## config.mk

```make
export PLATFORM = sky130hd
export DESIGN_NAME = kv_csa_acc_ctrl
export DESIGN_NICKNAME = d
export VERILOG_FILES = /design/src/rtl/kv_csa_acc_ctrl_pkg.sv /design/src/rtl/kv_csa3_2.sv /design/src/rtl/kv_csa_acc_ctrl.sv
export SDC_FILE = /design/constraint.sdc
export NUM_CORES = 1
export LEC_CHECK = 0
export ABC_AREA = 1
export BUFFER_PORTS_ARGS = -buffer_cell sky130_fd_sc_hd__buf_2
export CAP_MARGIN = 10
export CORE_MARGIN = 2
export CORE_UTILIZATION = 30
export CTS_CLUSTER_DIAMETER = 150
export DETAILED_ROUTE_END_ITERATION = 8
export GPL_TIMING_DRIVEN = 0
export REMOVE_ABC_BUFFERS = 1
export SETUP_SLACK_MARGIN = 0.3
export SLEW_MARGIN = 20
export SYNTH_ARGS = -nofsm -noshare
export SYNTH_HDL_FRONTEND = slang
export SYNTH_HIERARCHICAL = 1
export SYNTH_SLANG_ARGS = --single-unit
export TNS_END_PERCENT = 1
```

## constraint.sdc

```tcl
create_clock -name core_clk -period 4 [get_ports core_clk]
set_input_delay 0.2 -clock core_clk [delete_from_list [all_inputs] [get_ports core_clk]]
set_output_delay 0.2 -clock core_clk [all_outputs]
set_load 0.02 [all_outputs]
```

## src/rtl/kv_csa_acc_ctrl_pkg.sv

```systemverilog
// kv_csa_acc_ctrl_pkg: shared state encoding for the serial carry-save accumulator sequencer.
package kv_csa_acc_ctrl_pkg;
    typedef enum logic [1:0] {
        S_IDLE    = 2'd0,
        S_ACC     = 2'd1,
        S_RESOLVE = 2'd2,
        S_DONE    = 2'd3
    } acc_state_t;
endpackage

```

## src/rtl/kv_csa3_2.sv

```systemverilog
// kv_csa3_2: bitwise 3:2 carry-save compressor; cout is unshifted (weight 2^(i+1) per bit i).
module kv_csa3_2 #(
    parameter int CSA_WIDTH = 32
) (
    input  logic [CSA_WIDTH-1:0] in_a,
    input  logic [CSA_WIDTH-1:0] in_b,
    input  logic [CSA_WIDTH-1:0] in_c,
    output logic [CSA_WIDTH-1:0] sum,
    output logic [CSA_WIDTH-1:0] cout
);
    assign sum  = in_a ^ in_b ^ in_c;
    assign cout = (in_a & in_b) | (in_a & in_c) | (in_b & in_c);
endmodule

```

## src/rtl/kv_csa_acc_ctrl.sv

```systemverilog
// kv_csa_acc_ctrl: serial N-operand carry-save accumulator with one final carry-propagate add.
// Define KV_CSA_ACC_OVF_EN to add the sticky unsigned-overflow output res_ovf.
module kv_csa_acc_ctrl
    import kv_csa_acc_ctrl_pkg::*;
#(
    parameter int DATA_W = 32,
    parameter int CNT_W  = 8
) (
    input  logic              core_clk,
    input  logic              core_reset_n,
    input  logic              start_valid,
    output logic              start_ready,
    input  logic [CNT_W-1:0]  start_cnt,
    input  logic              abort,
    input  logic              op_valid,
    output logic              op_ready,
    input  logic [DATA_W-1:0] op_data,
    output logic              res_valid,
    input  logic              res_ready,
    output logic [DATA_W-1:0] res_data,
`ifdef KV_CSA_ACC_OVF_EN
    output logic              res_ovf,
`endif
    output logic              busy
);
    acc_state_t        r_state, w_state_nxt;
    logic [DATA_W-1:0] r_sum, r_carry, r_res, w_sum, w_cout;
    logic [CNT_W-1:0]  r_rem;
    logic              w_start, w_acc, w_resolve;

    kv_csa3_2 #(.CSA_WIDTH(DATA_W)) u_csa (
        .in_a (r_sum),
        .in_b (r_carry),
        .in_c (op_data),
        .sum  (w_sum),
        .cout (w_cout)
    );

    assign w_start   = r_state == S_IDLE && start_valid;
    assign w_acc     = r_state == S_ACC && op_valid && !abort;
    assign w_resolve = r_state == S_RESOLVE && !abort;

    always_comb begin
        w_state_nxt = r_state;
        case (r_state)
            S_IDLE:    w_state_nxt = start_valid ? (start_cnt == '0 ? S_RESOLVE : S_ACC) : S_IDLE;
            S_ACC:     w_state_nxt = abort ? S_IDLE : (op_valid && r_rem == CNT_W'(1)) ? S_RESOLVE : S_ACC;
            S_RESOLVE: w_state_nxt = abort ? S_IDLE : S_DONE;
            S_DONE:    w_state_nxt = (abort || res_ready) ? S_IDLE : S_DONE;
            default:   w_state_nxt = S_IDLE;
        endcase
    end

    // The shift drops cout's MSB, keeping the redundant pair mod 2^DATA_W.
    always_ff @(posedge core_clk) begin
        if (!core_reset_n) begin
            r_state <= S_IDLE;
            r_sum   <= '0;
            r_carry <= '0;
            r_rem   <= '0;
            r_res   <= '0;
        end else begin
            r_state <= w_state_nxt;
            if (w_start) begin
                r_sum   <= '0;
                r_carry <= '0;
                r_rem   <= start_cnt;
            end
            if (w_acc) begin
                r_sum   <= w_sum;
                r_carry <= w_cout << 1;
                r_rem   <= r_rem - CNT_W'(1);
            end
            if (w_resolve) r_res <= r_sum + r_carry;
        end
    end

`ifdef KV_CSA_ACC_OVF_EN
    logic              r_ovf;
    logic [DATA_W:0]   w_cpa;
    assign w_cpa = {1'b0, r_sum} + {1'b0, r_carry};
    always_ff @(posedge core_clk) begin
        if (!core_reset_n || w_start) r_ovf <= 1'b0;
        else if (w_acc) r_ovf <= r_ovf | w_cout[DATA_W-1];
        else if (w_resolve) r_ovf <= r_ovf | w_cpa[DATA_W];
    end
    assign res_ovf = r_ovf;
`endif

    assign start_ready = r_state == S_IDLE;
    assign op_ready    = r_state == S_ACC;
    assign res_valid   = r_state == S_DONE;
    assign busy        = r_state != S_IDLE;
    assign res_data    = r_res;
endmodule

```

# Yosys cells after proc, flatten, opt, wreduce, memory -nomap -nowiden
# Index checks and enable logic that the tools add are counted.
[classes] addsub=2 eq_ne=4 mux=13 bitwise_logic=7 reduce_logical=11
[ops] operator="two-way mux 32 bit" count=4
[ops] operator="bitwise AND 31 bit" count=3
[ops] operator="bitwise XOR 32 bit" count=2
[ops] operator="OR 31 bit" count=2
[ops] operator="adder 32 bit" count=1
[ops] operator="two-way mux 8 bit" count=2
[ops] operator="two-way mux 2 bit" count=6
[ops] operator="equality test 8 x 1 -> 1 bit (second input constant)" count=1
[ops] operator="logical NOT 8 bit" count=1
[ops] operator="case mux 2 bit (4 select lines)" count=1
[ops] operator="subtractor 8 x 1 -> 8 bit (second input constant)" count=1
[ops] operator="logical AND 1 bit" count=5
[ops] operator="equality test 2 bit (second input constant)" count=2
[ops] operator="nonzero test 2 bit" count=2
[ops] operator="equality test 2 x 1 -> 1 bit (second input constant)" count=1
[ops] operator="logical NOT 2 bit" count=1
[ops] operator="logical NOT 1 bit" count=1
[ops] operator="logical OR 1 bit" count=1
[word_totals] register_bits=105 out_inout_bits=36 word_cells=42

# Depth between registers and ports, before layout
[depth] depth_word=5 depth_mapped=13 ltp_nobuf=13

# Hierarchy
# Netlist, hierarchy kept.
[modules_own_cells] mod="kv_csa_acc_ctrl" instances=1 cells_each=980 area_per_inst_um2=6217.2 seq_area_each_um2=2102.0
[modules_own_cells] mod="kv_csa3_2" instances=1 cells_each=32 area_per_inst_um2=640.6 seq_area_each_um2=0.0

# Worst setup path after synthesis
# No wires, ideal clock.
[synth_timing] path_type="reg-to-reg" start="reg r_sum[1]" end="reg r_res[21] (netlist: res_data[21])" arrival_time_ps=1697 t_required_ps=3891 path_slack_ps=2194 path_stages_with_launch=13 path_buffers=0 synth_period_minus_slack_ps=1806 path_cell_list="dfxtp_1 -> ha_1 -> fa_1 -> nand3_1 -> nand3_1 -> nand3_1 -> nand3_1 -> nand3_1 -> nand2_1 -> nand2_1 -> nand3_1 -> nand2_1 -> inv_1"
[synth_via] elab_chain_len=1
[synth_rtl] item="start: declaration" line="kv_csa_acc_ctrl.sv:27" source="logic [DATA_W-1:0] r_sum, r_carry, r_res, w_sum, w_cout;"
[synth_rtl] item="start signal: assignment" line="kv_csa_acc_ctrl.sv:70" source="r_sum <= w_sum;"
[synth_rtl] item="adder 32 bit" line="kv_csa_acc_ctrl.sv:74" source="if (w_resolve) r_res <= r_sum + r_carry;"
[synth_rtl] item="end signal: assignment" line="kv_csa_acc_ctrl.sv:74"
[synth_rtl] item="end: declaration" line="kv_csa_acc_ctrl.sv:27"
# Every way passes these cells.
# A chain may end at the register's enable or synchronous reset.

# Worst setup path in the final report
# Ends and elaborated chain as after synthesis.

==> metrics.md <==
| Metric | Value |
|---|---|
| Number of synthesized flops with an enable pin | 0 |
| Post-synth top area cell | dfxtp_1 |
| CTS clock-pin slew for the worst setup and hold paths | 0.07 ns |
| Detailed-route vias per instance | about 4.5 |
| Die W | about 160 um |
| Power per standard cell area | approximately 270 nW/um^2 |
| NetSw | 0.541 mW |
| Clk sink count | 105 |
| Routability congestion estimate from global placement | 0.899 |
| Proportion of power drawn by combinational gates | 8.3% |
| Number of vias after detailed routing | 6135 |
| Slew HR | 49.6% |
| Endpoint required time on the critical path | roughly 4.3 ns |
| Largest net degree at the start of global routing | 71 |
| Syn_area_per_cell | a little under 7 um^2 |
| Unrepaired setup endpoints after global routing | no |
| Total core area | ~23000 um^2 |
| Wirelength, routed | 17000 um |
| Max Clk Rate | 0.450 GHz |
| Insertion delay of the later-clocked pin in the worst-skew pair | 0.36 ns |
| Total routing resource utilization after global routing | between 10% and 20% |
| CTS HTree Levels | 3 |
| Postcts setup bufs | 0 |
| Reported leakage power | 3.99 nW |
| CTS Hold Buffers Added | 0 |
| Remaining routing DRC violations | 0 |
| Data arrival time of the critical path | 2.48 ns |
| Commonest cells in the synthesized netlist | nand2_1 (361), inv_1 (140), dfxtp_1 (105), a21oi_1 (96), nor2_1 (67) |
| Most used DFF post-synth | dfxtp_1 |
| Net count, final | 1187 |
| Worst-case clock skew | approximately 0.006 ns |
| PostCTS Resize Cnt | 0 |
| Wirelength per Cell | 12.5 um |
| Critical Path Fanout Max | 4 |
| Final min period | 2.22 ns |
| Overall die area | 24100 um^2 |
| Gate count of the mapped netlist | 1012 |
| Final setup TNS | 0 ns |
| Switch share | 25.2% |
| Count of cell types in the netlist | 38 |
| Cell Rows | 55 |
| Sequential share of power | 49.9% |
| Post-synth ARST share | 0% |
| Die Height | 155 um |
| Effective utilization at floorplan | 30.4% |
| Clock buffers created by TritonCTS | 9 |
| Run status | finished, final reports clean |
| Detailed placer's ending HPWL | 12900 um |
| Hold Fails Final Rpt | 0 |
| Share of the synthesized area in the top cell type | between 30 and 40% |
| Remaining antenna violation count after routing | 0 |
| Number of setup violations in the final report | 0 |
| Register bit count reported by yosys | 105 |
| Detailed router's first-iteration violation count | 328 |
| Synthesis Warnings | 6 |
| Class of the tightest hold or removal check | in2reg |
| Root cell of the clock tree | clkbuf_16 |
| Top-level port count | 82 |
| CTS tree | built |
| Internal Dissipation | 1.61 mW |
| Largest voltage drop on the vdd net | 165 uV |
| Most instantiated library cell after synthesis | nand2_1 |
| Synth top area cells | dfxtp_1 (31%), nand2_1 (20%), fa_1 (9.6%), inv_1 (7.7%), a21oi_1 (7.0%) |
| Wire length of the first global-routing pass | 29200 um |
| Post-synthesis cell area | 6860 um^2 |
| Number of search-and-repair iterations in the first detailed-routing pass | 5 |
| Capturing element type of the critical path | flip-flop |
| Slew at the pin with the worst max-slew slack | between 0.7 and 0.8 ns |
| Overall overflow remaining after global route | 0 |
| Number of max-slew violations in the final report | 0 |
| Area Growth Syn to Fin | 14.2% |
| Number of global-route vias before repair | 5961 |
| Fraction of the yosys area taken by sequential cells | a little under a third |
| Count of port buffers added during placement | 81 |
| Worst Setup Path Type | reg2reg |
| Share of power burned in the clock network | 41.8% |
| Worst Hold Slack | 0.120 ns |
| Category of the worst setup path launch point | flip-flop |
| Buffer levels on the longest clock path | 2 |
| Crit share post-route | 55.5% |
| Initial antenna violation count | 0 |
| ANT cells | 0 |
| Share of cells above drive strength 1 | 10.2% |
| Max-cap check violation count | 0 |
-- state kept, by name, indices dropped and copies added, names as in the netlist --
| signal | count |
|---|---|
| res_data | 32 |
| r_rem | 8 |
| r_sum | 32 |
| r_carry | 31 |
| r_state | 2 |
-- area by class of cell --
cell class | count | area, um^2
clock buffers | 9 | 225
well taps | 285 | 357
inverters | 145 | 549
clock inverters | 6 | 68.8
flip-flops and latches | 105 | 2100
repair buffers | 84 | 473
multi-input cells | 731 | 4050
fillers | 2441 | 14700
-- power groups by stage --
stage | logic, mW | registers (mW) | clock network, mW
floorplan | 0.101 | 1.09 | 0
global placement | 0.170 | 1.10 | 0
detailed placement | 0.180 | 1.10 | 0
CTS | 0.181 | 1.07 | 0.926
global route | 0.204 | 1.07 | 0.955
finish | 0.178 | 1.07 | 0.899
-- stage by stage --
stage / worst slack (ns) / cells / area, um^2 / util, % / total power [mW]
2_1_floorplan: 1.76 / 981 / 6700 / - / 1.20
3_5_place_dp: 1.80 / 1350 / 7530 / 33.4 / 1.28
5_1_grt: 1.63 / 1365 / 7830 / 34.7 / 2.23
3_3_place_gp: 0.536 / 1347 / 7460 / 33.0 / 1.27
6_report: 1.78 / 1365 / 7830 / 34.7 / 2.15
4_1_cts: 1.77 / 1365 / 7830 / 34.7 / 2.18
-- kinds of logic after synthesis --
| kind of cell | after synthesis | synth area share, % |
|---|---|---|
| simple gates | 493 | 28.8 |
| buf+inv | 176 | 10.3 |
| compound gates | 156 | 12.7 |
| flops | 105 | 30.7 |
| fa+ha+maj | 65 | 15.5 |
| xor+xnor | 16 | 2.04 |
| other cells | 1 | 0.0547 |
-- critical path, stage by stage, from the launching register on --
cell     delay (ns)
dfxtp_1        0.35
ha_1           0.28
fa_1           0.48
nand3_1        0.12
nand3_1        0.15
nand3_1        0.11
nand3_1        0.17
nand3_1        0.15
nand2_1        0.06
nand2_1        0.06
nand3_1        0.08
nand2_1        0.09
inv_1          0.03
-- worst paths after layout --
check / startpoint / to / slack (ns) / depth (start not counted)
worst max-delay path: r_sum[1]$_SDFFE_PN0P_ / res_data[21]$_SDFFE_PN0P_ / 1.78 / 12
worst min-delay path: start_cnt[0] / r_rem[0]$_SDFFE_PN0P_ / 0.12 / 3
worst max register to register: r_sum[1]$_SDFFE_PN0P_ / res_data[21]$_SDFFE_PN0P_ / 1.78 / 12
worst min register to register: res_data[3]$_SDFFE_PN0P_ / res_data[3]$_SDFFE_PN0P_ / 0.48 / 2
-- per-layer routing --
metal	vias to the layer above	GRT usage, %	share of wire [%]
met5	-	0	0
met4	0	4.33	1.5
met3	18	3.29	5.1
met2	107	24.1	45
met1	2745	20.1	48
li1	3265	-	-
-- placed cells by master (no fill, tap or decap), types with 12 or more instances in the layout --
master	instances
ha_1	32
nor2_1	67
nand2_1	361
o21a_1	12
inv_1	140
fa_1	33
buf_2	81
o21bai_1	13
dfxtp_1	105
o21ai_0	21
xor2_1	14
nand3_1	46
a21oi_1	96
No activity file was read; power rests on OpenSTA's default activity.
